File: src/rtl/id_ex_reg.sv
// ID/EX pipeline register: captures forwarded operands and decoded controls,
// inserts bubbles on load-use hazards, dies on EX flush, holds on EX stall.
module id_ex_reg #(
    parameter int DATA_WIDTH    = 32,
    parameter int RF_ADDR_WIDTH = 5,
    parameter int LD_TYPE_WIDTH = 3,
    parameter int ST_TYPE_WIDTH = 2,
    parameter int ALU_OP_WIDTH  = 4,
    parameter int CNT_WIDTH     = 16
) (
    input  logic                     clk,
    input  logic                     rst,
    input  logic                     Decode_Valid,
    input  logic [DATA_WIDTH-1:0]    Decode_Pc,
    input  logic [DATA_WIDTH-1:0]    Decode_Imm,
    input  logic [RF_ADDR_WIDTH-1:0] Decode_Rs1Addr,
    input  logic [RF_ADDR_WIDTH-1:0] Decode_Rs2Addr,
    input  logic [DATA_WIDTH-1:0]    DecodeHazard_Rs1Data,
    input  logic [DATA_WIDTH-1:0]    DecodeHazard_Rs2Data,
    input  logic [RF_ADDR_WIDTH-1:0] Decode_RdAddr,
    input  logic                     Decode_WbRdEn,
    input  logic [LD_TYPE_WIDTH-1:0] Decode_LdType,
    input  logic [ST_TYPE_WIDTH-1:0] Decode_StType,
    input  logic [ALU_OP_WIDTH-1:0]  Decode_AluOp,
    input  logic                     DecodeHazard_StallReq,
    input  logic                     EX_Flush,
    input  logic                     EX_StallReq,
    output logic                     IDEX_Valid,
    output logic [DATA_WIDTH-1:0]    IDEX_Pc,
    output logic [DATA_WIDTH-1:0]    IDEX_Imm,
    output logic [DATA_WIDTH-1:0]    IDEX_Rs1Data,
    output logic [DATA_WIDTH-1:0]    IDEX_Rs2Data,
    output logic [RF_ADDR_WIDTH-1:0] IDEX_Rs1Addr,
    output logic [RF_ADDR_WIDTH-1:0] IDEX_Rs2Addr,
    output logic [RF_ADDR_WIDTH-1:0] IDEX_RdAddr,
    output logic                     IDEX_WbRdEn,
    output logic [LD_TYPE_WIDTH-1:0] IDEX_LdType,
    output logic [ST_TYPE_WIDTH-1:0] IDEX_StType,
    output logic [ALU_OP_WIDTH-1:0]  IDEX_AluOp,
    output logic                     IDEX_HoldReq,
    output logic [CNT_WIDTH-1:0]     IDEX_BubbleCnt,
    output logic [CNT_WIDTH-1:0]     IDEX_FlushCnt
);

    typedef enum logic [2:0] {
        ACT_RESET  = 3'd0,
        ACT_FLUSH  = 3'd1,
        ACT_HOLD   = 3'd2,
        ACT_HAZARD = 3'd3,
        ACT_LOAD   = 3'd4,
        ACT_IDLE   = 3'd5
    } action_e;

    localparam logic [DATA_WIDTH-1:0]    ZERO_DATA = {DATA_WIDTH{1'b0}};
    localparam logic [RF_ADDR_WIDTH-1:0] ZERO_ADDR = {RF_ADDR_WIDTH{1'b0}};
    localparam logic [LD_TYPE_WIDTH-1:0] LD_XXX    = {LD_TYPE_WIDTH{1'b0}};
    localparam logic [ST_TYPE_WIDTH-1:0] ST_NONE   = {ST_TYPE_WIDTH{1'b0}};
    localparam logic [ALU_OP_WIDTH-1:0]  ZERO_ALU  = {ALU_OP_WIDTH{1'b0}};
    localparam logic [CNT_WIDTH-1:0]     ZERO_CNT  = {CNT_WIDTH{1'b0}};
    localparam logic [CNT_WIDTH-1:0]     CNT_MAX   = {CNT_WIDTH{1'b1}};
    localparam logic [CNT_WIDTH-1:0]     CNT_ONE   = {{(CNT_WIDTH-1){1'b0}}, 1'b1};

    function automatic logic [CNT_WIDTH-1:0] sat_inc(input logic [CNT_WIDTH-1:0] v);
        logic [CNT_WIDTH-1:0] r;
        if (v == CNT_MAX) begin
            r = v;
        end else begin
            r = v + CNT_ONE;
        end
        return r;
    endfunction

    action_e                  action_s;
    logic                     valid_d,   valid_q;
    logic [DATA_WIDTH-1:0]    pc_d,      pc_q;
    logic [DATA_WIDTH-1:0]    imm_d,     imm_q;
    logic [DATA_WIDTH-1:0]    rs1_data_d, rs1_data_q;
    logic [DATA_WIDTH-1:0]    rs2_data_d, rs2_data_q;
    logic [RF_ADDR_WIDTH-1:0] rs1_addr_d, rs1_addr_q;
    logic [RF_ADDR_WIDTH-1:0] rs2_addr_d, rs2_addr_q;
    logic [RF_ADDR_WIDTH-1:0] rd_addr_d, rd_addr_q;
    logic                     wb_rd_en_d, wb_rd_en_q;
    logic [LD_TYPE_WIDTH-1:0] ld_type_d, ld_type_q;
    logic [ST_TYPE_WIDTH-1:0] st_type_d, st_type_q;
    logic [ALU_OP_WIDTH-1:0]  alu_op_d,  alu_op_q;
    logic [CNT_WIDTH-1:0]     bubble_cnt_d, bubble_cnt_q;
    logic [CNT_WIDTH-1:0]     flush_cnt_d,  flush_cnt_q;

    // Priority decode of this cycle's action: reset > flush > EX stall > hazard > load
    always_comb begin
        action_s = ACT_IDLE;
        if (rst) begin
            action_s = ACT_RESET;
        end else if (EX_Flush) begin
            action_s = ACT_FLUSH;
        end else if (EX_StallReq) begin
            action_s = ACT_HOLD;
        end else if (DecodeHazard_StallReq) begin
            action_s = ACT_HAZARD;
        end else if (Decode_Valid) begin
            action_s = ACT_LOAD;
        end else begin
            action_s = ACT_IDLE;
        end
    end

    // Upstream is redirected rather than held while a flush is in progress
    always_comb begin
        IDEX_HoldReq = ~rst & ~EX_Flush & (EX_StallReq | DecodeHazard_StallReq);
    end

    // Next-state for the payload and the event counters
    always_comb begin
        valid_d      = valid_q;
        pc_d         = pc_q;
        imm_d        = imm_q;
        rs1_data_d   = rs1_data_q;
        rs2_data_d   = rs2_data_q;
        rs1_addr_d   = rs1_addr_q;
        rs2_addr_d   = rs2_addr_q;
        rd_addr_d    = rd_addr_q;
        wb_rd_en_d   = wb_rd_en_q;
        ld_type_d    = ld_type_q;
        st_type_d    = st_type_q;
        alu_op_d     = alu_op_q;
        bubble_cnt_d = bubble_cnt_q;
        flush_cnt_d  = flush_cnt_q;
        case (action_s)
            ACT_HOLD: begin
                valid_d = valid_q;
            end
            ACT_LOAD: begin
                valid_d    = 1'b1;
                pc_d       = Decode_Pc;
                imm_d      = Decode_Imm;
                rs1_data_d = DecodeHazard_Rs1Data;
                rs2_data_d = DecodeHazard_Rs2Data;
                rs1_addr_d = Decode_Rs1Addr;
                rs2_addr_d = Decode_Rs2Addr;
                rd_addr_d  = Decode_RdAddr;
                wb_rd_en_d = Decode_WbRdEn;
                ld_type_d  = Decode_LdType;
                st_type_d  = Decode_StType;
                alu_op_d   = Decode_AluOp;
            end
            ACT_RESET, ACT_FLUSH, ACT_HAZARD, ACT_IDLE: begin
                // Bubble: zeroed RdAddr/WbRdEn/LdType keep the hazard unit from matching it
                valid_d    = 1'b0;
                pc_d       = ZERO_DATA;
                imm_d      = ZERO_DATA;
                rs1_data_d = ZERO_DATA;
                rs2_data_d = ZERO_DATA;
                rs1_addr_d = ZERO_ADDR;
                rs2_addr_d = ZERO_ADDR;
                rd_addr_d  = ZERO_ADDR;
                wb_rd_en_d = 1'b0;
                ld_type_d  = LD_XXX;
                st_type_d  = ST_NONE;
                alu_op_d   = ZERO_ALU;
                if (action_s == ACT_RESET) begin
                    bubble_cnt_d = ZERO_CNT;
                    flush_cnt_d  = ZERO_CNT;
                end else if (action_s == ACT_HAZARD) begin
                    bubble_cnt_d = sat_inc(bubble_cnt_q);
                end else if ((action_s == ACT_FLUSH) && valid_q) begin
                    flush_cnt_d = sat_inc(flush_cnt_q);
                end else begin
                    bubble_cnt_d = bubble_cnt_q;
                end
            end
            default: begin
                valid_d = 1'b0;
            end
        endcase
    end

    // Pipeline register with synchronous reset
    always_ff @(posedge clk) begin
        if (rst) begin
            valid_q      <= 1'b0;
            pc_q         <= ZERO_DATA;
            imm_q        <= ZERO_DATA;
            rs1_data_q   <= ZERO_DATA;
            rs2_data_q   <= ZERO_DATA;
            rs1_addr_q   <= ZERO_ADDR;
            rs2_addr_q   <= ZERO_ADDR;
            rd_addr_q    <= ZERO_ADDR;
            wb_rd_en_q   <= 1'b0;
            ld_type_q    <= LD_XXX;
            st_type_q    <= ST_NONE;
            alu_op_q     <= ZERO_ALU;
            bubble_cnt_q <= ZERO_CNT;
            flush_cnt_q  <= ZERO_CNT;
        end else begin
            valid_q      <= valid_d;
            pc_q         <= pc_d;
            imm_q        <= imm_d;
            rs1_data_q   <= rs1_data_d;
            rs2_data_q   <= rs2_data_d;
            rs1_addr_q   <= rs1_addr_d;
            rs2_addr_q   <= rs2_addr_d;
            rd_addr_q    <= rd_addr_d;
            wb_rd_en_q   <= wb_rd_en_d;
            ld_type_q    <= ld_type_d;
            st_type_q    <= st_type_d;
            alu_op_q     <= alu_op_d;
            bubble_cnt_q <= bubble_cnt_d;
            flush_cnt_q  <= flush_cnt_d;
        end
    end

    assign IDEX_Valid     = valid_q;
    assign IDEX_Pc        = pc_q;
    assign IDEX_Imm       = imm_q;
    assign IDEX_Rs1Data   = rs1_data_q;
    assign IDEX_Rs2Data   = rs2_data_q;
    assign IDEX_Rs1Addr   = rs1_addr_q;
    assign IDEX_Rs2Addr   = rs2_addr_q;
    assign IDEX_RdAddr    = rd_addr_q;
    assign IDEX_WbRdEn    = wb_rd_en_q;
    assign IDEX_LdType    = ld_type_q;
    assign IDEX_StType    = st_type_q;
    assign IDEX_AluOp     = alu_op_q;
    assign IDEX_BubbleCnt = bubble_cnt_q;
    assign IDEX_FlushCnt  = flush_cnt_q;

endmodule

File: config.mk
export PLATFORM = sky130hd
export DESIGN_NAME = id_ex_reg
export DESIGN_NICKNAME = d
export VERILOG_FILES = /design/src/rtl/id_ex_reg.sv
export SDC_FILE = /design/constraint.sdc
export NUM_CORES = 1
export LEC_CHECK = 0
export ABC_AREA = 1
export BUFFER_PORTS_ARGS = -buffer_cell sky130_fd_sc_hd__buf_2
export CORE_AREA = 2 2 135 137
export CTS_BUF_LIST = sky130_fd_sc_hd__clkbuf_8
export CTS_CLUSTER_SIZE = 25
export DETAILED_ROUTE_END_ITERATION = 7
export DIE_AREA = 0 0 137 139
export PLACE_DENSITY = 0.8
export SYNTH_ARGS = -nofsm -noshare
export SYNTH_HDL_FRONTEND = slang
export SYNTH_SLANG_ARGS = --single-unit
File: constraint.sdc
create_clock -name clk -period 1.65 [get_ports clk]
set_input_delay 0.33 -clock clk [delete_from_list [all_inputs] [get_ports clk]]
set_output_delay 0.33 -clock clk [all_outputs]
set_load 0.01 [all_outputs]
Word level (Yosys, flattened, before mapping). Cells that the tools add are included.

Register bits after elaboration: 186. Input bits: 159. Output and inout port bits: 187. Word-level logic and storage cells: 63.

Add/sub/neg operators: 2. Eq/ne operators: 10. Muxes and demuxes: 24. Bitwise operators: 5. Reduce and logical (&&, ||, !) cells: 8.

Operators with widths (count): $pmux W32 S2 (4); $mux W16 (7); $add A16 B1 Y16 const B (2); $eq A16 B16 Y1 const B (2); $pmux W5 S2 (3); $mux W3 (4); $pmux W4 S2 (1); $eq A3 B2 Y1 const B (2); $eq A3 B3 Y1 const B (2); $ne A2 B2 Y1 const B (3); $pmux W3 S2 (1); $reduce_bool A2 Y1 (3); $pmux W1 S2 (2); $pmux W2 S2 (1); $reduce_and A4 Y1 (1); $reduce_or A4 Y1 (1); $eq A3 B1 Y1 const B (1); $logic_not A3 Y1 (1); $reduce_and A3 Y1 (1); $and A1 B1 Y1 (2); $not A1 Y1 (2); $logic_and A1 B1 Y1 (1); $mux W1 (1); $or A1 B1 Y1 (1).

Longest topological paths before layout. Gate-level depths: netlist of run 1.

Word-level depth: 10. Gate-level depth with buffers: 10. Mapped depth without buffers: 9.

Least setup slack after synthesis of run 1. No wires, ideal clock.

Kind: input to output. Start: input port EX_StallReq. End: output port IDEX_HoldReq. Arrival: 1.239 ns. Data required time: 1.320 ns. Slack: 0.081 ns. Cell stages on the path: 6. Buffers on the path: 3. Cells stage by stage: or2_2 > buf_2 > buf_2 > buf_2 > nand3_1 > inv_1.

Longest elaborated chain between the ends: 2.

RTL lines: start: declaration (line 27) `input logic EX_StallReq,`; $or A1 B1 Y1 (line 109) `IDEX_HoldReq = ~rst & ~EX_Flush & (EX_StallReq | DecodeHazard_StallReq);`; $and A1 B1 Y1 (line 109); end: declaration (line 40) `output logic IDEX_HoldReq,`.

No other way between the ends.

Final worst setup path of run 1.
Start: register flush_cnt_q[1], in the netlist IDEX_FlushCnt[1]. End: register flush_cnt_q[11], in the netlist IDEX_FlushCnt[11].

Longest elaborated chain between the ends: 5. Elaborated cells between the ends (all ways): 8. Classes of those cells: add/sub: 1; eq/ne: 2; mux: 4; reduce/logical: 1.

RTL lines: start: declaration (line 87) `logic [CNT_WIDTH-1:0] flush_cnt_d, flush_cnt_q;`; start signal: assignment (line 208) `flush_cnt_q <= flush_cnt_d;`; $add A16 B1 Y16 (line 68) `r = v + CNT_ONE;`; $mux W16 (line 65) `if (v == CNT_MAX) begin`; $mux W16 (line 165) `end else if ((action_s == ACT_FLUSH) && valid_q) begin`; $mux W16 (line 163) `end else if (action_s == ACT_HAZARD) begin`; $mux W16 (line 160) `if (action_s == ACT_RESET) begin`.

Parallel ways exist; a longest one is shown, timed or not. The select of a mux whose other input is x is not followed. A chain may end at the register's enable or synchronous reset.

==> flow_metrics.tcl, run 1 <==
set metrics [dict create \
    p_leak_uw 0.00546 \
    synth_compound_area_frac 0.0319 \
    p_sw_uw 2370 \
    vias_per_cell 5.04 \
    first_iter_violations 553 \
    drc 0 \
    synthMuxAreaShare 0 \
    finalHoldViolCount 0 \
    antennaDiodeCount 0 \
    clkTransAtPathRegs_ps 110 \
    htree_levels 4 \
    setup_viol 0 \
    die_h_microns 139 \
    synthesis.nets 1167 \
    cts_setup_buffers 0 \
    num_rows 49 \
    dieWidth_microns 137 \
    power_density_mw_per_mm2 849 \
    grt_setup_unrepaired "yes" \
    layout_setup_ws_ps 150 \
    grt_pass1_vias 7344 \
    grt_pass1_wl_microns 36100 \
    final_common_cell "buf_2" \
    area_growth_pct 35.3 \
    synth_top_family_by_area "simple AND/OR/NAND/NOR gates" \
    cts_tree "yes" \
    drive_gt1_frac 0.335 \
    intPower_uw 6340 \
    drv_slew 0 \
    critical_path_class "flop to flop" \
    fp.dieArea_sq_mm 0.0190 \
    synth-adder-area-share 0.00330 \
    fin_crit_sh 0.909 \
    stdcell_count 1590 \
    start_util 0.429 \
    synth_edf_count 0 \
    core_area_sq_mm 0.0177 \
    pwr-share-comb 0.099 \
    syn_area_per_cell_sq_um 7.54 \
    max-vdd-ir-drop_mv 0.446 \
    swShare 0.272 \
    synthFlopType "dfxtp_1" \
    endpoint_kind "flop" \
    synthSimpleGateAreaFrac 0.397 \
    layout_min_cycle_time_ps 1500 \
    path_buf_inv 2 \
    drtAntennaViolNets 0 \
    synth-seq-cells 186 \
    arrival_ps 1850 \
    cts_resized 0 \
    clkPwrFrac 0.373 \
    antenna_found_initial 1 \
    synth-xor-area-share 0.0116 \
    final_cell_mix "345 x buf_2, 335 x nand3_1, 258 x nand2_1, 186 x dfxtp_1, 40 x nor2_1" \
    grt.total_usage 0.234 \
    async_reset_ff_frac 0 \
    fmax_mhz 666 \
    clock_latency_ps 460 \
    worstPathMaxFanout 18 \
    via_count 8014 \
    status "completed" \
    synth_cell_type_count 28 \
    fin_skew_ps 15.4 \
    io_pins 346 \
    start_kind "flop" \
    cts_buffers 17 \
    seq_area_sq_mm 0.00372 \
    worst_slew_pin_slew_ps 731 \
    clock_path_buffers 2 \
    place_congestion 0.891 \
    cpMaxStageDelayCell "dfxtp_1" \
    cts_root_buf "clkbuf_8" \
    synth_cells 1006 \
    grt-ovfl-total 0 \
    required_ps 2000 \
    dp.cells 1558 \
    min_path_type "primary input to flop" \
    finish.utilization 0.581 \
    pwr-share-seq 0.529 \
    maxCapViolCount 0 \
    routed_wl_microns 22700 \
    path_delay_family "simple AND/OR/NAND/NOR gates" \
    slew_headroom 0.512 \
    dr.pass1.iters 5 \
    dp_slack_ps 82.4 \
    critPathMaxStageDelay_ps 350 \
    dp_hpwl_microns 16600 \
    cts.sinks 186 \
    nNetsFinal 1509 \
    path_cells "ha_1 -> inv_1 -> nor2_4 -> nand2_2 -> nand3b_4 -> nand2_4 -> buf_12 -> o21ai_0" \
    holdWs_ps 77.7 \
    cts-hold-fix-buffers 0 \
    seq_area_frac_synth 0.491 \
    yosysWarnings 0 \
    grt_max_degree 150 \
    syn_area_sq_mm 0.00758 \
    io_buffers 345 \
    multiInputGateArea_sq_mm 0.00338 \
    wl_per_cell_microns 14.2 \
    final.fill_count 1632 \
]
## metal layers
metal,track usage,up-vias,wire [microns]
met3,0.0694,42,1970
li1,-,4035,-
met5,0,-,11
met2,0.376,318,10800
met1,0.299,3617,9360
met4,0.0814,2,506
## power groups by stage
stage	registers (uW)	logic (uW)	clock network, uW
global route	4620	947	3500
finish	4600	859	3240
CTS	4600	857	3300
detailed placement	4710	855	0
floorplan	4760	364	0
global placement	4700	845	0
## through the flow
step	cell area, sq um	total power, uW	TNS [ps]
after floorplan	7580	5120	0
after global placement	9830	5550	0
final	10300	8710	0
after CTS	10200	8760	0
after detailed placement	9830	5560	0
after global routing	10300	9070	-16.2
## area by class of cell
type                    count  share of cell area
flip-flops and latches    186               0.363
multi-input cells         711               0.329
repair buffers            397               0.226
well taps                 229              0.0279
clock buffers              17              0.0228
clock inverters            15              0.0178
inverters                  35              0.0131
## kinds of logic after synthesis
| logic type | Yosys count |
|---|---|
| xor gates and xnor gates | 10 |
| buffers and inverters | 109 |
| AOI/OAI and AO/OA | 37 |
| DFF | 186 |
| and+or+nand+nor | 662 |
| adders and majority gates | 2 |
## cells in the mapped netlist, types with 3 or more instances
| master | instances | area [sq um] |
|---|---|---|
| inv_1 | 34 | 128 |
| dfxtp_1 | 186 | 3720 |
| nand4_1 | 10 | 62.6 |
| nor2_1 | 40 | 150 |
| nand3_1 | 335 | 1680 |
| buf_6 | 3 | 33.8 |
| buf_2 | 42 | 210 |
| nor3_1 | 3 | 15.0 |
| nor2_2 | 3 | 18.8 |
| o21ai_1 | 4 | 20.0 |
| o21ai_0 | 16 | 80.1 |
| nand2_2 | 5 | 31.3 |
| xor2_1 | 9 | 78.8 |
| nand2_1 | 258 | 968 |
| o21bai_1 | 5 | 37.5 |
| clkbuf_1 | 19 | 71.3 |
| buf_1 | 9 | 33.8 |
| o21ai_2 | 11 | 96.3 |
## worst reg2reg max path: stages, from the launching register on
cell and delay, ps:
dfxtp_1 350, ha_1 180, inv_1 100, nor2_4 150
nand2_2 70, nand3b_4 160, nand2_4 130, buf_12 160
o21ai_0 90
## registers in the layout, indices dropped and copies added (netlist names), 5 cells and up
register        flops
IDEX_Imm           32
IDEX_Pc            32
IDEX_Rs1Data       32
IDEX_Rs2Data       32
IDEX_BubbleCnt     16
IDEX_FlushCnt      16
IDEX_RdAddr         5
IDEX_Rs1Addr        5
IDEX_Rs2Addr        5
## worst paths after layout
path	from	to	slack [ps]	depth (start not counted)
setup reg to reg	IDEX_FlushCnt[1]	IDEX_FlushCnt[11]	150	8
setup / recovery	IDEX_FlushCnt[1]	IDEX_FlushCnt[11]	150	8
hold reg to reg	IDEX_Rs2Data[16]	IDEX_Rs2Data[16]	460	2
hold / removal	Decode_Imm[25]	IDEX_Imm[25]	80	3
Power figures use the tool's default switching activity.
==> run 2, diff against run 1 <==
- PLACE_DENSITY: 0.8 -> 0.75
==> flow_metrics.tcl, run 2 (synthesized netlist as in run 1, its figures left out) <==
set metrics [dict create \
    path_cells "ha_1 -> inv_1 -> nor2_2 -> nand2_2 -> nand3b_4 -> nand2_8 -> buf_12 -> o21ai_0" \
    grt_use_met1 0.285 \
    path_delay_family "simple AND/OR/NAND/NOR gates" \
    routed_wl_microns 22700 \
    wl_per_cell_microns 14.2 \
    p_leak_uw 0.00544 \
    path_buf_inv 2 \
    htree_levels 4 \
    critical_path_class "flop to flop" \
    dp_hpwl_microns 16700 \
    start_kind "flop" \
    hold_end "IDEX_Pc[12]" \
    pwr-share-seq 0.555 \
    setup_tns_ps 0 \
    cts_tree "yes" \
    seq_area_sq_mm 0.00372 \
    worstHoldPathCells 3 \
    fp.dieArea_sq_mm 0.0190 \
    grt_max_degree 82 \
    fin_skew_ps 18.9 \
    grt_pass1_vias 7124 \
    grt.total_usage 0.234 \
    place_congestion 0.889 \
    maxCapViolCount 0 \
    drv_slew 0 \
    reg2reg_slack_ps 120 \
    worst_slew_pin_slew_ps 754 \
    dr.pass1.iters 5 \
    final_common_cell "buf_2" \
    cts_buffers 17 \
    p_sw_uw 2270 \
    required_ps 1980 \
    use_met3 0.0731 \
    cts.sinks 186 \
    critPathMaxStageDelay_ps 340 \
    drtAntennaViolNets 0 \
    clkPwrFrac 0.344 \
    drive_gt1_frac 0.336 \
    final_cell_mix "345 x buf_2, 335 x nand3_1, 258 x nand2_1, 186 x dfxtp_1, 44 x buf_4" \
    area_growth_pct 34.1 \
    io_pins 346 \
    busiest_layer "met2" \
    cts_setup_buffers 0 \
    endpoint_kind "flop" \
    rr_worst_depth 8 \
    max-vdd-ir-drop_mv 0.503 \
    grt_pass1_wl_microns 35900 \
    intPower_uw 6040 \
    grt-ovfl-total 0 \
    io_buffers 345 \
    use_met2 0.390 \
    first_iter_violations 551 \
    min-delay-start "Decode_Pc[12]" \
    total_power_uw 8310 \
    r2r-end "IDEX_FlushCnt[13]" \
    status "completed" \
    vias_per_cell 4.98 \
    min_path_type "primary input to flop" \
    arrival_ps 1860 \
    clock_latency_ps 450 \
    clkTransAtPathRegs_ps 110 \
    start_util 0.429 \
    r2r_start "IDEX_FlushCnt[0]" \
    finalHoldViolCount 0 \
    final.fill_count 1677 \
    die_h_microns 139 \
    nNetsFinal 1512 \
    power_density_mw_per_mm2 817 \
    clock_path_buffers 2 \
    slew_headroom 0.497 \
    fmax_mhz 654 \
    drc 0 \
    antenna_found_initial 1 \
    swShare 0.273 \
    cts_root_buf "clkbuf_8" \
    cpMaxStageDelayCell "dfxtp_1" \
    core_area_sq_mm 0.0177 \
    pwr-share-comb 0.101 \
    num_rows 49 \
    dieWidth_microns 137 \
    multiInputGateArea_sq_mm 0.00338 \
    layout_min_cycle_time_ps 1530 \
    via_count 7933 \
    setup_viol 0 \
    worstPathMaxFanout 13 \
    fin_crit_sh 0.926 \
]
## run 2: changes by cell type in the layout (fill, tap and decap cells not counted), sizes merged
| cell | delta |
|---|---|
| diode | +1 |
| clkbuf | +1 |
| clkinv | -1 |
| buf | +3 |
| bufinv | -2 |
| inv | +2 |
## run 2: area by class of cell
cell class,instances,share of cell area
Clock buffer,18,0.0244
Tap cell,229,0.0282
Timing Repair Buffer,400,0.224
Multi-Input combinational cell,711,0.333
Sequential cell,186,0.366
Inverter,35,0.0132
Antenna cell,1,0.000246
Clock inverter,14,0.0111
## run 2: worst max-delay path by stage
| stage | from | end | slack [ps] | cells after the start |
|---|---|---|---|---|
| floorplan | EX_StallReq | IDEX_HoldReq | 80 | 6 |
| global placement | DecodeHazard_StallReq | IDEX_Rs2Data[27] | 110 | 8 |
| detailed placement | IDEX_BubbleCnt[0] | IDEX_BubbleCnt[5] | 110 | 9 |
| CTS | IDEX_BubbleCnt[0] | IDEX_BubbleCnt[5] | 80 | 9 |
| global route | IDEX_BubbleCnt[0] | IDEX_BubbleCnt[0] | -0.1 | 9 |
| finish | IDEX_FlushCnt[0] | IDEX_FlushCnt[13] | 120 | 8 |
## run 2: layer usage
metal | vias up | routed length [microns] | part of all wire
met5 | - | 0 | 0
met4 | 0 | 488 | 0.022
met3 | 37 | 1970 | 0.087
met2 | 297 | 11000 | 0.48
met1 | 3565 | 9220 | 0.41
li1 | 4034 | - | -
## run 2: timing repair
item | CTS | global route
endpoints found under the hold margin | 0 | 0
hold buffers | 0 | 0
setup endpoints to repair | 0 | 18
gates resized for setup | 0 | 2
## run 2: worst min-delay path, delay by kind of cell
| kind | cells | cell delay (ps) |
|---|---|---|
| and+or+nand+nor | 2 | 120 |
| buffers and inverters | 1 | 70 |
## run 2: per-stage QoR
stage / hold WS (ps) / cell area (sq um) / setup WS, ps / utilization / instances
after floorplan: 468 / 7580 / 81.4 / - / 1006
after global placement: 447 / 9790 / 111 / 0.554 / 1561
after detailed placement: 452 / 9790 / 107 / 0.554 / 1561
after CTS: 54.4 / 10100 / 81.9 / 0.575 / 1593
after global routing: 52.9 / 10200 / -0.137 / 0.576 / 1594
final: 89.9 / 10200 / 122 / 0.576 / 1594
## run 2: power groups by stage
| stage | registers (uW) | clock network, uW | logic [uW] |
|---|---|---|---|
| after floorplan | 4760 | 0 | 364 |
| after global placement | 4710 | 0 | 825 |
| after detailed placement | 4710 | 0 | 832 |
| after CTS | 4610 | 2950 | 836 |
| after global routing | 4620 | 3120 | 923 |
| final | 4610 | 2860 | 840 |
